### src/rtl/io_bridge_pkg.sv
// io_bridge_pkg: shared definitions for the CPU I/O bridge.
//   DEF_IN_DEPTH / DEF_OUT_DEPTH : default FIFO depths in bytes
//   DEF_INT_PULSE                : default interrupt high time in cycles
//   int_state_t                  : interrupt FSM state encoding
package io_bridge_pkg;

  localparam int unsigned DEF_IN_DEPTH  = 4;
  localparam int unsigned DEF_OUT_DEPTH = 4;
  localparam int unsigned DEF_INT_PULSE = 2;

  typedef enum logic [1:0] {
    IDLE  = 2'd0,
    PULSE = 2'd1,
    WAIT  = 2'd2
  } int_state_t;

endpackage

### src/rtl/io_sync_fifo.sv
// io_sync_fifo: single-clock FIFO with registered storage and occupancy count.
//   clk, rst      : clock, synchronous active-high reset (empties the FIFO)
//   push, din     : write request and data; accepted when not full, or when
//                   full and a pop happens on the same edge
//   pop, dout     : read request and head byte; dout is '0 while empty
//   full, empty   : occupancy flags derived from the registered count
//   count         : occupancy 0..DEPTH
module io_sync_fifo #(
  parameter int unsigned WIDTH = 8,
  parameter int unsigned DEPTH = 4
) (
  input  logic                     clk,
  input  logic                     rst,
  input  logic                     push,
  input  logic [WIDTH-1:0]         din,
  input  logic                     pop,
  output logic [WIDTH-1:0]         dout,
  output logic                     full,
  output logic                     empty,
  output logic [$clog2(DEPTH):0]   count
);

  localparam int unsigned AW = $clog2(DEPTH);
  localparam logic [AW:0] FULL_CNT = DEPTH[AW:0];

  logic [WIDTH-1:0] mem [DEPTH];
  logic [AW-1:0]    wr_ptr;
  logic [AW-1:0]    rd_ptr;
  logic             do_push;
  logic             do_pop;

  assign full  = (count == FULL_CNT);
  assign empty = (count == '0);
  assign dout  = empty ? '0 : mem[rd_ptr];

  // When full, a simultaneous pop frees the slot being written, so the
  // write may proceed; reset suppresses any transfer in its cycle.
  assign do_push = push & (~full | pop) & ~rst;
  assign do_pop  = pop & ~empty & ~rst;

  always_ff @(posedge clk) begin
    if (do_push) mem[wr_ptr] <= din;
  end

  always_ff @(posedge clk) begin
    if (rst) begin
      wr_ptr <= '0;
      rd_ptr <= '0;
      count  <= '0;
    end else begin
      if (do_push) wr_ptr <= wr_ptr + 1'b1;
      if (do_pop)  rd_ptr <= rd_ptr + 1'b1;
      case ({do_push, do_pop})
        2'b10:   count <= count + 1'b1;
        2'b01:   count <= count - 1'b1;
        default: count <= count;
      endcase
    end
  end

endmodule

### src/rtl/io_bridge.sv
// io_bridge: byte bridge between a simple CPU I/O port and two external
// valid/ready streams, with an interrupt request for incoming data.
//   clk, rst                       : clock, synchronous active-high reset
//   i_port, in_ack                 : input FIFO head to CPU, CPU pop strobe
//   int_sig, int_en                : interrupt request, interrupt enable
//   o_port, o_wr                   : CPU write byte and write strobe
//   ext_in_valid/ready/data        : external source into the input FIFO
//   ext_out_valid/ready/data       : output FIFO towards the external sink
//   in_count                       : input FIFO occupancy
//   ovf                            : sticky, a CPU write was dropped on full
module io_bridge
  import io_bridge_pkg::*;
#(
  parameter int unsigned IN_DEPTH  = DEF_IN_DEPTH,
  parameter int unsigned OUT_DEPTH = DEF_OUT_DEPTH,
  parameter int unsigned INT_PULSE = DEF_INT_PULSE
) (
  input  logic                        clk,
  input  logic                        rst,
  output logic [7:0]                  i_port,
  input  logic                        in_ack,
  output logic                        int_sig,
  input  logic                        int_en,
  input  logic [7:0]                  o_port,
  input  logic                        o_wr,
  input  logic                        ext_in_valid,
  output logic                        ext_in_ready,
  input  logic [7:0]                  ext_in_data,
  output logic                        ext_out_valid,
  input  logic                        ext_out_ready,
  output logic [7:0]                  ext_out_data,
  output logic [$clog2(IN_DEPTH):0]   in_count,
  output logic                        ovf
);

  localparam logic [3:0] PULSE_LOAD = 4'(INT_PULSE - 1);

  logic                        in_full;
  logic                        in_empty;
  logic                        in_push;
  logic                        in_pop;
  logic                        out_full;
  logic                        out_empty;
  logic                        out_pop;
  logic [$clog2(OUT_DEPTH):0]  unused_out_count;

  int_state_t state;
  logic [3:0] pulse_cnt;

  assign ext_in_ready  = ~in_full;
  assign in_push       = ext_in_valid & ext_in_ready;
  assign in_pop        = in_ack & ~in_empty;
  assign ext_out_valid = ~out_empty;
  assign out_pop       = ext_out_valid & ext_out_ready;

  io_sync_fifo #(.WIDTH(8), .DEPTH(IN_DEPTH)) u_in_fifo (
    .clk   (clk),
    .rst   (rst),
    .push  (in_push),
    .din   (ext_in_data),
    .pop   (in_ack),
    .dout  (i_port),
    .full  (in_full),
    .empty (in_empty),
    .count (in_count)
  );

  io_sync_fifo #(.WIDTH(8), .DEPTH(OUT_DEPTH)) u_out_fifo (
    .clk   (clk),
    .rst   (rst),
    .push  (o_wr),
    .din   (o_port),
    .pop   (out_pop),
    .dout  (ext_out_data),
    .full  (out_full),
    .empty (out_empty),
    .count (unused_out_count)
  );

  always_ff @(posedge clk) begin
    if (rst)                               ovf <= 1'b0;
    else if (o_wr && out_full && !out_pop) ovf <= 1'b1;
  end

  // One pulse per batch: after the pulse the FSM parks in WAIT until the CPU
  // consumes a byte, then re-arms from IDLE if data is still buffered.
  always_ff @(posedge clk) begin
    if (rst) begin
      state     <= IDLE;
      pulse_cnt <= '0;
    end else begin
      case (state)
        IDLE: begin
          if (int_en && (in_count != '0)) begin
            state     <= PULSE;
            pulse_cnt <= PULSE_LOAD;
          end
        end
        PULSE: begin
          if (pulse_cnt == '0) state <= WAIT;
          else                 pulse_cnt <= pulse_cnt - 1'b1;
        end
        WAIT: begin
          if (in_pop) state <= IDLE;
        end
        default: state <= IDLE;
      endcase
    end
  end

  assign int_sig = (state == PULSE);

endmodule

### config.mk
export PLATFORM = sky130hd
export DESIGN_NAME = io_bridge
export DESIGN_NICKNAME = d
export VERILOG_FILES = /design/src/rtl/io_bridge_pkg.sv /design/src/rtl/io_sync_fifo.sv /design/src/rtl/io_bridge.sv
export SDC_FILE = /design/constraint.sdc
export NUM_CORES = 1
export LEC_CHECK = 0
export ABC_AREA = 1
export ABC_CLOCK_PERIOD_IN_PS = 1900
export BUFFER_PORTS_ARGS = -buffer_cell sky130_fd_sc_hd__buf_2
export CORE_MARGIN = 2
export CORE_UTILIZATION = 57
export DETAILED_ROUTE_END_ITERATION = 12
export GPL_TIMING_DRIVEN = 0
export PLACE_DENSITY_LB_ADDON = 0.15
export SLEW_MARGIN = 20
export SYNTH_ARGS = -nofsm -noshare
export SYNTH_HDL_FRONTEND = slang
export SYNTH_SLANG_ARGS = --single-unit
### constraint.sdc
create_clock -name clk -period 1.9 [get_ports clk]
set_input_delay 0.095 -clock clk [delete_from_list [all_inputs] [get_ports clk]]
set_output_delay 0.095 -clock clk [all_outputs]
set_load 0.01 [all_outputs]
==> results.md <==
- Chip Height: 86.3 um
- PortBufs: 44
- CTS HTree Levels: 3
- Core area: 0.00646 mm2
- Average wire per standard cell: 14.0 um
- Cell area after synthesis: 0.00386 mm2
- Wire length of the first global-routing pass: 11900 um
- Fmax: 553 MHz
- Synth-to-Final Area Change: 22.2%
- Via density: 5.14
- CTS tree: built
- Status: complete, no violations
- Fill cell count: 478
- Largest net degree at the start of global routing: 15
- # nets final: 486
- Max-slew violations: 0
- DR DRC count: 0
- DP Worst Slack: -0.0514 ns
- N_diodes: 0
- Total CTS buffers: 9
- Largest cells by area after synthesis: edfxtp_1 (50%), dfxtp_1 (13%), nor2_1 (8.2%), a21oi_1 (4.0%), inv_1 (3.9%)
- Final weighted congestion in routability-driven placement: 0.827
- Die area: 0.00744 mm2
- Mapped Cells: 374
- Synth Warn #: 0
- Area share of the largest cell type after synthesis: 0.498
- Ys flop type: edfxtp_1
- Pint: 3.48 mW
- Commonest cells post-synth: nor2_1 (84), edfxtp_1 (64), inv_1 (40), a21oi_1 (31)
- Iteration-0 DRC count of the detailed router: 168
- WL final: 7450 um
- Worst slew margin: 0.465
- Final hold vios: 0
- Site row count: 29
- DRT Pass-1 Iters: 4
- CTS sink cnt: 89
- Post-synth top area cell: edfxtp_1
- Leak: 1.93 nW
- Post-Syn Nets: 410
- Global-route usage over all layers: 0.209
- GRT Residual Overflow: 0
- Initial antenna violation count: 0
- Post-synthesis sequential area ratio: 0.628
- Ys async rst share: 0
- Root buffer cell: clkbuf_8
- Min Clock Period, post-route: 1.81 ns
- Comb power frac: 0.168
- Synthesized flop and latch total: 89
- Distinct cells, synth: 24
- Syn_area_per_cell: 10.3 um2
- Clock-pin slew on the worst setup and hold paths: 0.08 ns
- Worst setup margin: 0.0926 ns
- Clock buffer depth: 2
- Clk_skew: 0.00965 ns
- Critical path type: flip-flop to flip-flop
- Power per standard cell area: 986 mW/mm2
- Tcrit/Tclk final: 0.951
- Die width: 86.3 um
- Final setup vio count: 0
- Hpwl dp: 4820 um
- Insertion delay to the later sink of the worst-skew pair: 0.34 ns
- Crit path launch type: flip-flop
- Count leader, synth: nor2_1
- Util after Layout: 0.730
- Share of cells above drive strength 1: 0.248
- Max VDD drop: 0.000540 V
- Hold Crit Class: primary input to flip-flop
- Max-Cap Viols: 0
- Clk pwr share: 0.354
- # IOs: 46
- P_sw: 1.17 mW
- Net Sw Frac: 0.252
- Initial Utilization: 0.597
- Vias in the first global route: 2589
- Final ANT Viol Nets: 0
- Arrival time at the worst endpoint: 2.04 ns
- Via count: 2733
- Sequential cell fraction of total power: 0.478
- Worst-Margin Slew: 0.799 ns
- Critical Path Fanout Max: 5
- Critical Path End Type: flip-flop
- Required time of the critical path: 2.13 ns
- Post-synth EDFFs: 64
[logic make-up after synthesis]
| family | synth area share |
|---|---|
| buffers and inverters | 0.0704 |
| flip-flops | 0.628 |
| adder cells (fa/ha/maj) | 0.0461 |
| AND/OR/NAND/NOR | 0.156 |
| XOR/XNOR | 0.00227 |
| AO/OA/AOI/OAI | 0.0973 |
[cells in the final DEF (no fill, tap or decap), drive strengths merged, types with 2 or more instances in the layout]
cell / n
clkbuf: 10
nor2: 90
fa: 2
a21oi: 31
dfxtp: 25
inv: 48
dlygate4sd3: 17
clkinv: 2
nand3: 12
ha: 11
nand2: 34
buf: 58
edfxtp: 64
o21ai: 44
bufinv: 4
[registers in the layout, indices dropped and copies added (netlist names), named ones only]
name               flops
u_in_fifo.wr_ptr       2
u_out_fifo.wr_ptr      2
u_in_fifo.mem         32
u_out_fifo.mem        32
u_out_fifo.rd_ptr      2
u_in_fifo.count        3
state                  2
u_in_fifo.rd_ptr       2
u_out_fifo.count       3
ovf                    1
pulse_cnt              4
[power by group through the flow]
stage / clock, mW / combinational [mW] / sequential (mW)
after floorplan: 0 / 0.487 / 2.25
after detailed placement: 0 / 0.715 / 2.26
after global routing: 1.75 / 0.878 / 2.23
final: 1.64 / 0.781 / 2.22
after global placement: 0 / 0.692 / 2.25
after CTS: 1.67 / 0.755 / 2.22
[final timing paths]
check | start | to | slack [ns] | cells past startpoint
max | u_out_fifo.count[0] | u_out_fifo.count[2] | 0.09 | 12
min | o_wr | ovf | 0.05 | 3
max reg2reg | u_out_fifo.count[0] | u_out_fifo.count[2] | 0.09 | 12
min reg2reg | ovf | ovf | 0.46 | 2
[critical path, cell delays in order, from the launching register on]
cell     delay, ns
dfxtp_2       0.36
nor2_4        0.05
buf_4         0.13
nand2_2       0.10
nand2_4       0.07
inv_2         0.06
ha_2          0.18
inv_2         0.05
fa_2          0.35
nand2_1       0.09
nand3_2       0.09
o21ai_2       0.13
a21oi_1       0.04
[cell type report]
cell class,instances,area [um2],area share
timing repair buffer,65,420,0.0892
buffer,10,88.8,0.0189
inverter,48,183,0.0388
sequential,89,2430,0.516
tap,77,96.3,0.0204
clock buffer,10,128,0.0271
multi-input combinational,227,1230,0.262
clock inverter,6,130,0.0276
[metrics by stage]
stage | instance area [um2] | total power, mW | hold slack, ns | cells | setup TNS [ns]
floorplan | 3860 | 2.74 | 0.194 | 374 | 0
global placement | 4170 | 2.95 | 0.310 | 495 | -0.00724
detailed placement | 4170 | 2.97 | 0.312 | 495 | -0.0914
CTS | 4620 | 4.64 | 0.0322 | 529 | 0
global route | 4710 | 4.86 | 0.0390 | 532 | -0.0179
finish | 4710 | 4.65 | 0.0522 | 532 | 0
[what timing repair did]
action | CTS | global route
setup endpoints to repair | 2 | 4
resized for setup | 5 | 21
hold endpoints to repair | 72 | 0
buffers inserted | 1 | 3
hold buffers | 17 | 0
pin swaps | 2 | 8
[metal layers]
metal | routed length, um | GRT usage | vias to the layer above | part of all wire
met1 | 3490 | 0.284 | 1279 | 0.47
met3 | 261 | 0.0410 | 6 | 0.035
met5 | 0 | 0 | - | 0
met2 | 3630 | 0.344 | 56 | 0.49
met4 | 62 | 0.0682 | 0 | 0.0083
li1 | - | - | 1392 | -
Power figures use the tool's default switching activity.
